--- src/rtl/leg_queue_pkg.sv ---
// leg_queue_pkg: shared defaults and sizing helpers for the LEG FIFO queue.
package leg_queue_pkg;
    localparam int DEFAULT_WIDTH      = 8;
    localparam int DEFAULT_DEPTH_LOG2 = 8;
    localparam int DEPTH              = 1 << DEFAULT_DEPTH_LOG2;

    // Occupancy needs one extra bit so that a completely full queue is representable.
    function automatic int count_width(input int depth_log2);
        return depth_log2 + 1;
    endfunction
endpackage

--- src/rtl/leg_queue_if.sv ---
// leg_queue_if: PUSH/POP/VALUE request side and OUTPUT/status side of the queue.
interface leg_queue_if
    import leg_queue_pkg::*;
#(
    parameter int WIDTH      = DEFAULT_WIDTH,
    parameter int DEPTH_LOG2 = DEFAULT_DEPTH_LOG2
);
    logic                                PUSH;
    logic                                POP;
    logic [WIDTH-1:0]                    VALUE;
    logic [WIDTH-1:0]                    OUTPUT;
    logic                                EMPTY;
    logic                                FULL;
    logic [count_width(DEPTH_LOG2)-1:0]  COUNT;
    logic                                ERR;

    modport master (output PUSH, POP, VALUE, input OUTPUT, EMPTY, FULL, COUNT, ERR);
    modport slave  (input PUSH, POP, VALUE, output OUTPUT, EMPTY, FULL, COUNT, ERR);
endinterface

--- src/rtl/leg_queue_ram.sv ---
// leg_queue_ram: 2^AW x WIDTH storage, synchronous write, asynchronous read, no reset.
module leg_queue_ram #(
    parameter int WIDTH = 8,
    parameter int AW    = 8
) (
    input  logic             clk,
    input  logic             we_i,
    input  logic [AW-1:0]    waddr_i,
    input  logic [WIDTH-1:0] wdata_i,
    input  logic [AW-1:0]    raddr_i,
    output logic [WIDTH-1:0] rdata_o
);
    logic [WIDTH-1:0] mem [1 << AW];

    always_ff @(posedge clk) begin
        if (we_i) mem[waddr_i] <= wdata_i;
    end

    assign rdata_o = mem[raddr_i];
endmodule

--- src/rtl/leg_queue.sv ---
// leg_queue: FIFO with stack-style PUSH/POP interface and switched OUTPUT for an OR-bus.
// Optional LEG_QUEUE_BYPASS_EN: push+pop on an empty queue forwards VALUE straight to OUTPUT.
module leg_queue
    import leg_queue_pkg::*;
#(
    parameter int WIDTH      = DEFAULT_WIDTH,
    parameter int DEPTH_LOG2 = DEFAULT_DEPTH_LOG2
) (
    input  logic      clk,
    input  logic      rst,
    leg_queue_if.slave q
);
    localparam int AW = DEPTH_LOG2;
    localparam int CW = count_width(DEPTH_LOG2);
    localparam logic [CW-1:0] FULL_CNT = CW'(1) << DEPTH_LOG2;

    logic [AW-1:0]    wr_ptr_q, wr_ptr_d, rd_ptr_q, rd_ptr_d;
    logic [CW-1:0]    count_q, count_d;
    logic             err_q, err_d;
    logic             empty, full, bypass, pop_ok, push_ok;
    logic [WIDTH-1:0] rd_data;

`ifdef LEG_QUEUE_BYPASS_EN
    assign bypass = q.PUSH & q.POP & empty;
`else
    assign bypass = 1'b0;
`endif

    always_comb begin
        empty    = count_q == '0;
        full     = count_q == FULL_CNT;
        pop_ok   = q.POP & ~empty;
        // A pop in the same cycle frees the slot, so a full queue still accepts the push.
        push_ok  = q.PUSH & (~full | pop_ok) & ~bypass;
        wr_ptr_d = wr_ptr_q + AW'(push_ok);
        rd_ptr_d = rd_ptr_q + AW'(pop_ok);
        count_d  = count_q + CW'(push_ok) - CW'(pop_ok);
        err_d    = err_q | (q.PUSH & full & ~pop_ok) | (q.POP & empty & ~bypass);
    end

    always_ff @(posedge clk or negedge rst) begin
        if (!rst) begin
            wr_ptr_q <= '0;
            rd_ptr_q <= '0;
            count_q  <= '0;
            err_q    <= 1'b0;
        end else begin
            wr_ptr_q <= wr_ptr_d;
            rd_ptr_q <= rd_ptr_d;
            count_q  <= count_d;
            err_q    <= err_d;
        end
    end

    leg_queue_ram #(.WIDTH(WIDTH), .AW(AW)) u_ram (
        .clk     (clk),
        .we_i    (push_ok & rst),
        .waddr_i (wr_ptr_q),
        .wdata_i (q.VALUE),
        .raddr_i (rd_ptr_q),
        .rdata_o (rd_data)
    );

    assign q.OUTPUT = pop_ok ? rd_data : bypass ? q.VALUE : '0;
    assign q.EMPTY  = empty;
    assign q.FULL   = full;
    assign q.COUNT  = count_q;
    assign q.ERR    = err_q;
endmodule

--- src/flat_wrapper.sv ---
// flat-port wrapper written by rule: the top's interface ports become plain ports
module leg_queue_flat import leg_queue_pkg::*;
#(
    parameter int WIDTH      = DEFAULT_WIDTH,
    parameter int DEPTH_LOG2 = DEFAULT_DEPTH_LOG2
)
  (clk, rst, q_PUSH, q_POP, q_VALUE, q_OUTPUT, q_EMPTY, q_FULL, q_COUNT, q_ERR);
  leg_queue_if #(.WIDTH(WIDTH), .DEPTH_LOG2(DEPTH_LOG2)) q_i ();
  input  logic clk;
  input  logic rst;
  input wire logic [$bits(q_i.PUSH)-1:0] q_PUSH;
  input wire logic [$bits(q_i.POP)-1:0] q_POP;
  input wire logic [$bits(q_i.VALUE)-1:0] q_VALUE;
  output wire logic [$bits(q_i.OUTPUT)-1:0] q_OUTPUT;
  output wire logic [$bits(q_i.EMPTY)-1:0] q_EMPTY;
  output wire logic [$bits(q_i.FULL)-1:0] q_FULL;
  output wire logic [$bits(q_i.COUNT)-1:0] q_COUNT;
  output wire logic [$bits(q_i.ERR)-1:0] q_ERR;
  assign q_i.PUSH = q_PUSH;
  assign q_i.POP = q_POP;
  assign q_i.VALUE = q_VALUE;
  assign q_OUTPUT = q_i.OUTPUT;
  assign q_EMPTY = q_i.EMPTY;
  assign q_FULL = q_i.FULL;
  assign q_COUNT = q_i.COUNT;
  assign q_ERR = q_i.ERR;
  leg_queue #(.WIDTH(WIDTH), .DEPTH_LOG2(DEPTH_LOG2)) u_core (.clk(clk), .rst(rst), .q(q_i));
endmodule
--- config.mk ---
export PLATFORM = sky130hd
export DESIGN_NAME = leg_queue_flat
export DESIGN_NICKNAME = d
export VERILOG_FILES = /design/src/rtl/leg_queue_pkg.sv /design/src/rtl/leg_queue_if.sv /design/src/rtl/leg_queue_ram.sv /design/src/rtl/leg_queue.sv /design/src/flat_wrapper.sv
export SDC_FILE = /design/constraint.sdc
export NUM_CORES = 2
export LEC_CHECK = 0
export CORE_MARGIN = 3
export CORE_UTILIZATION = 45
export DETAILED_ROUTE_END_ITERATION = 10
export SLEW_MARGIN = 5
export SYNTH_ARGS = -nofsm -noshare
export SYNTH_HDL_FRONTEND = slang
export SYNTH_SLANG_ARGS = --single-unit
--- constraint.sdc ---
create_clock -name clk -period 3.7 [get_ports clk]
set_input_delay 0.555 -clock clk [delete_from_list [all_inputs] [get_ports clk]]
set_output_delay 0.555 -clock clk [all_outputs]
set_load 0.01 [all_outputs]
* Yosys cells after proc, flatten, opt, wreduce, memory -nomap -nowiden
Memory sizes are Yosys's and may differ from the RTL's.
Cells that the tools add are included.
** Operators by class
- Equality and inequality tests :: 1
- Bitwise operators :: 12
- Add/sub/neg operators :: 4
- Mux-type cells :: 3
- Reductions and logical operators :: 1
** Operators by type and width (count)
- 8-bit by 1-bit adder with 8-bit output :: 2
- 9-bit by 1-bit adder with 9-bit output :: 1
- 9-bit == test (second input constant) :: 1
- 9-bit zero test :: 1
- 9-bit by 1-bit subtractor with 9-bit output :: 1
- 8-bit 2-to-1 mux :: 1
- 1-bit AND :: 6
- 1-bit NOT :: 3
- 1-bit bitwise OR :: 3
- 1-bit 2-to-1 mux :: 2
** Storage, ports and cells
- Memories kept :: 1
- Output and inout port bits :: 20
- Memory bits (writable) :: 2048
- Input port bits :: 12
- Flip-flop bits (word level) :: 26
- Logic and storage cells :: 26
** Memories
- u_core.u_ram.mem :: words 256, width 8, rd ports 1, clocked after Yosys merged registers in 0, wr ports 1, RTL line leg_queue_ram.sv:13 : logic [WIDTH-1:0] mem [1 << AW];

* Longest topological paths before layout
- Depth in word-level cells :: 8
- Depth in mapped cells :: 18
- Mapped depth without buffers :: 18

* Hierarchy
Synthesis repeated with hierarchy kept, for this count alone.
** Second synthesis, totals
- Cells, all modules :: 3867
- Area total of the unflattened synthesis :: 80895.1 um^2
** Modules (own cells, without submodules)
- leg_queue_ram :: cells an instance 3725, seq. area each 61499.0 um^2, instances 1, area each 79396.1 um^2
- leg_queue :: cells an instance 142, seq. area each 650.6 um^2, instances 1, area each 1498.9 um^2

* Worst setup path after synthesis
OpenSTA, ideal clock, no wires.
- Path kind :: reg2reg
- Start point :: register u_core.count_q[2] (netlist: u_core.q.COUNT[2])
- End point :: register u_core.count_q[8] (netlist: u_core.q.COUNT[8])
- Buffers on the path :: 0
- Period minus slack after synthesis :: 3.121 ns
- Cell stages (with the launch flop) :: 19
- Slack :: 0.579 ns
- Setup time :: 0.125 ns
- Required time :: 3.575 ns
- Arrival time :: 2.996 ns
- Cells stage by stage :: dfrtp_1 -> inv_1 -> ha_1 -> nand4_1 -> o21ai_0 -> inv_1 -> ha_1 -> inv_1 -> ha_1 -> inv_1 -> fa_1 -> nand2b_1 -> a21oi_1 -> o21ai_0 -> a21oi_1 -> o21ai_0 -> a21oi_1 -> nor2_1 -> xnor2_1
** On the way
- Longest elaborated chain between the ends :: 7
- Elaborated cells on any way between the ends :: 9
- Classes of those cells :: 2 x add/sub; 1 x eq/ne; 5 x bitwise; 1 x reduce/logical
** Ends and longest elaborated chain
- start, declared :: RTL line leg_queue.sv:18 : logic [CW-1:0] count_q, count_d;
- start signal, assigned :: RTL line leg_queue.sv:50 : count_q <= count_d;
- 9-bit zero test :: RTL line leg_queue.sv:30 : empty = count_q == '0;
- 1-bit NOT :: RTL line leg_queue.sv:32 : pop_ok = q.POP & ~empty;
- 1-bit AND :: RTL line leg_queue.sv:32
- 1-bit bitwise OR :: RTL line leg_queue.sv:34 : push_ok = q.PUSH & (~full | pop_ok) & ~bypass;
- 1-bit AND :: RTL line leg_queue.sv:34
- 9-bit by 1-bit adder with 9-bit output :: RTL line leg_queue.sv:37 : count_d = count_q + CW'(push_ok) - CW'(pop_ok);
- 9-bit by 1-bit subtractor with 9-bit output (*) :: RTL line leg_queue.sv:37
- named net u_core.count_d[8] :: RTL line leg_queue.sv:18
The timed path passes the listed nets; every way through them passes the cells marked *.

* Final worst setup path
- Start point :: register u_core.rd_ptr_q[0]
- End point :: output port q_OUTPUT[7]
** On the way
- Longest elaborated chain between the ends :: 2
** Ends and longest elaborated chain
- start, declared :: RTL line leg_queue.sv:17 : logic [AW-1:0] wr_ptr_q, wr_ptr_d, rd_ptr_q, rd_ptr_d;
- start signal, assigned :: RTL line leg_queue.sv:49 : rd_ptr_q <= rd_ptr_d;
- memory 256 x 8 bit
- 8-bit 2-to-1 mux :: RTL line leg_queue.sv:64 : assign q.OUTPUT = pop_ok ? rd_data : bypass ? q.VALUE : '0;
- end, declared :: RTL line flat_wrapper.sv:14 : output wire logic [$bits(q_i.OUTPUT)-1:0] q_OUTPUT;
No other way between the ends.

==> summary.txt <==
Status
  • Outcome: finished with violations
  • Failing checks: setup timing

Floorplan
  • Die Wd: 431.8 µm
  • Initial Utilization: 45.48%
  • Row count: roughly 160
  • Core region area: roughly 180,000 µm²
  • Die ar.: 186,400 µm²
  • Io pins: 32
  • Die height: 431.8 µm

Finish
  • Share of cells above drive strength 1: 33.91%
  • Final std cells w/o fill: between 7,000 and 8,000
  • Area Growth Syn to Fin: 20.38%
  • Post-route design area: 98,200 µm²
  • Net count, final: roughly 5,000

Global route
  • Vias in the first global route: 43,620
  • Grt met2 use: 37.74%
  • Met1 Use GR: 34.53%
  • Initial antenna violation count: 6
  • Total track usage: 23.93%
  • Grt total ovfl: 0
  • Global-route wire length before repair: 319.3 mm
  • GR peak layer: met2
  • Largest net degree at the start of global routing: 141
  • Met3 Use GR: 4.307%

Min path
  • Hold depth: 1
  • Hold crit path type: in2reg

STA
  • Post-layout min period: 4.635 ns
  • Slew Limit Fails: 0
  • Slew @ Worst Pin: 1.070 ns
  • Maximum clock frequency: 0.2157 GHz
  • Unrepaired setup endpoints after global routing: yes
  • Slew HR: 28.68%
  • Setup ws final: -0.9351 ns
  • Clk_skew: 0.06988 ns
  • Final period util: 125.3%
  • Setup violators final: 8
  • Final Hold Viols: 0

Placement
  • Post-place instance area: 90,120 µm²
  • Cell count after placement: 6,954
  • Input/output buffers: 31
  • DP HPWL: 144.5 mm
  • Gpl congestion: 0.8573

Clocking
  • TritonCTS clock tree: built
  • Reg clk slew, reported paths: 0.06 ns
  • # hold bufs at CTS: 0
  • Cts bufs inserted: 205
  • Clock Root Buffer: clkbuf_16
  • Bufs on Longest Clock Path: 3
  • Worst skew pair latency: roughly 0.84 ns
  • CTS H-tree depth: 4
  • Sink Count: 2,074

Synthesis
  • EDFF count, synth: 2,048
  • Synthesized area: 81,580 µm²
  • Count leader, synth: edfxtp_1
  • Seq/Total Area, Yosys: 76.18%
  • Dominant synthesized flop cell: edfxtp_1
  • Post-synth top cells: edfxtp_1, mux4_2, mux2i_1, nor2_1, nand2_1
  • Synthesized net count: ~4,000
  • Top cell type by total area after synthesis: edfxtp_1
  • Synth warn: 0
  • Synth top area share: 75.39%
  • Yosys reg bits: 2,074
  • Unique masters post-synth: 70
  • Synthesized instance count: 4,020
  • Synth top area cells: edfxtp_1, mux4_2, mux2i_1
  • Async set-reset flop share out of synthesis: around 1.3%
  • Syn Area/Cell: around 20 µm²

Setup path
  • CP max-delay cell: dfrtp_4
  • Critical path class: reg2out
  • R2R Path End: u_core.q.COUNT[8]
  • Critical-path cell list: buf_12 > buf_16 > buf_16 > buf_8 > buf_6 > mux2i_1 > a221o_1 > a21o_1 > nand4_1 > buf_6 > a21oi_2 > nor4b_4 > buf_4 > a41o_1 > buf_2
  • Crit path to: q_OUTPUT[7]
  • CP Data Arrival Time: 4.08 ns
  • Origin of the worst setup path: u_core.rd_ptr_q[0]
  • Max stage delay on crit path: 0.57 ns
  • Critical Path Sink Type: output port
  • Worst path bufs/invs: 8
  • CP required: ~3.1 ns
  • Crit-path leading delay family: buffers and inverters
  • CP Max Fanout: 8
  • Reg2Reg Depth: 19
  • Worst path depth: 15
  • RR Startpoint: u_core.q.COUNT[6]
  • Critical Path Start Type: flop
  • Register-to-register setup slack: approximately 0.3 ns

Pwr
  • VDD IR max: 0.5702 mV
  • Power per cell area: 742.3 nW/µm²
  • Leak: 32.96 nW

Drt
  • Drt drc: 0
  • WL per Instance: 30.18 µm
  • Final antenna-violating net count: 0
  • DRT Pass-1 Iters: 5
  • DRT Wirelength: 223.4 mm
  • Routed vias: roughly 44,000
  • Vias per Instance: 5.901
  • Initial DRC Count: 5,432

Run
  • Max_cap viols: 0
## layer usage
layer	part of all wire (%)	vias to the layer above
met5	0	-
met4	2.9	0
met3	8.3	319
met2	47	1933
met1	41	23060
li1	-	18360
## final cells by class
class	count	area, µm²
multi-input cells	1682	18470
fillers	13670	81190
well taps	2355	2947
clock buffers	248	5313
clock inverters	114	1037
inverters	24	95.09
diodes	3	7.507
repair buffers	901	8173
flip-flops and latches	2074	62170
## kinds of logic (layout without fill, tap and decap cells)
| group | count (synthesis) | count (layout) | share of synthesized area, % |
|---|---|---|---|
| compound gates | 416 | 416 | 3.696 |
| xor+xnor | 20 | 20 | 0.2147 |
| fa+ha+maj | 17 | 17 | 0.2699 |
| buf+inv | 264 | 1287 | 2.216 |
| flops | 2074 | 2074 | 76.18 |
| mux | 721 | 721 | 14.84 |
| other cells | 0 | 3 | 0 |
| simple gates | 508 | 508 | 2.578 |
## sequential cells by signal (all words and copies together), names as in the netlist
register and cells:
u_core.wr_ptr_q 8, u_core.u_ram.mem 2048, u_core.rd_ptr_q 8, u_core.q.COUNT 9, u_core.q.ERR 1
## worst min path at each step
stage / start / end / slack [ns]
CTS: q_VALUE[5] / u_core.u_ram.mem[39][5] / 0.002
finish: q_VALUE[5] / u_core.u_ram.mem[39][5] / 0.05
global placement: u_core.q.ERR / u_core.q.ERR / 0.48
detailed placement: u_core.q.ERR / u_core.q.ERR / 0.51
floorplan: rst / u_core.q.COUNT[0] / 0.26
global route: q_VALUE[5] / u_core.u_ram.mem[39][5] / 0.01
## repair_timing
action,4_1_cts,5_1_grt
buffers inserted,37,46
pin swaps,46,38
cloned,4,2
gates resized for setup,175,70
endpoints found under the hold margin,0,0
setup endpoints to repair,8,9
## cells in the final DEF (no fill, tap or decap), types with 10 or more instances in the layout
| master | instances |
|---|---|
| o21ai_0 | 29 |
| a221oi_2 | 11 |
| mux2i_1 | 299 |
| bufinv_16 | 14 |
| a221oi_1 | 29 |
| dfrtp_1 | 20 |
| clkinv_1 | 50 |
| inv_1 | 22 |
| o22ai_1 | 50 |
| a21oi_1 | 64 |
| edfxtp_1 | 2048 |
| a221o_1 | 11 |
| clkbuf_16 | 208 |
| xnor2_1 | 15 |
| buf_12 | 69 |
| o21ai_1 | 10 |
| buf_16 | 12 |
| a22oi_1 | 31 |
| buf_4 | 759 |
| mux2i_2 | 11 |
| nand2_2 | 22 |
| nor3_1 | 10 |
| nand2_1 | 85 |
| clkbuf_1 | 42 |
| mux4_2 | 382 |
| mux2_2 | 19 |
| o221ai_1 | 61 |
| ha_1 | 16 |
| a211oi_1 | 10 |
| buf_6 | 22 |
| nor2_1 | 300 |
| clkdlybuf4s50_1 | 15 |
| nand3_1 | 10 |
| clkinv_2 | 33 |
## power by group
group,switching (mW),total (mW),leakage (nW),internal (mW)
combinational,14.4,26.5,11.1,12.1
sequential,0.322,26.4,18.7,26.1
clock,8.77,20.0,3.11,11.2
## stage by stage
step | total power, mW | setup TNS (ns) | util [%] | setup slack [ns] | hold WS, ns
global route | 75.41 | -7.552 | 54.74 | -1.017 | 0.01243
global placement | 50.97 | -6.392 | 50.24 | -1.307 | 0.4821
CTS | 72.39 | -7.532 | 54.37 | -1.018 | 0.002094
finish | 72.90 | -6.847 | 54.74 | -0.9351 | 0.04981
floorplan | 39.87 | 0 | - | 0.5786 | 0.2594
detailed placement | 51.03 | -6.335 | 50.24 | -1.241 | 0.5072
Note: power is estimated with default switching activity, not from simulation.
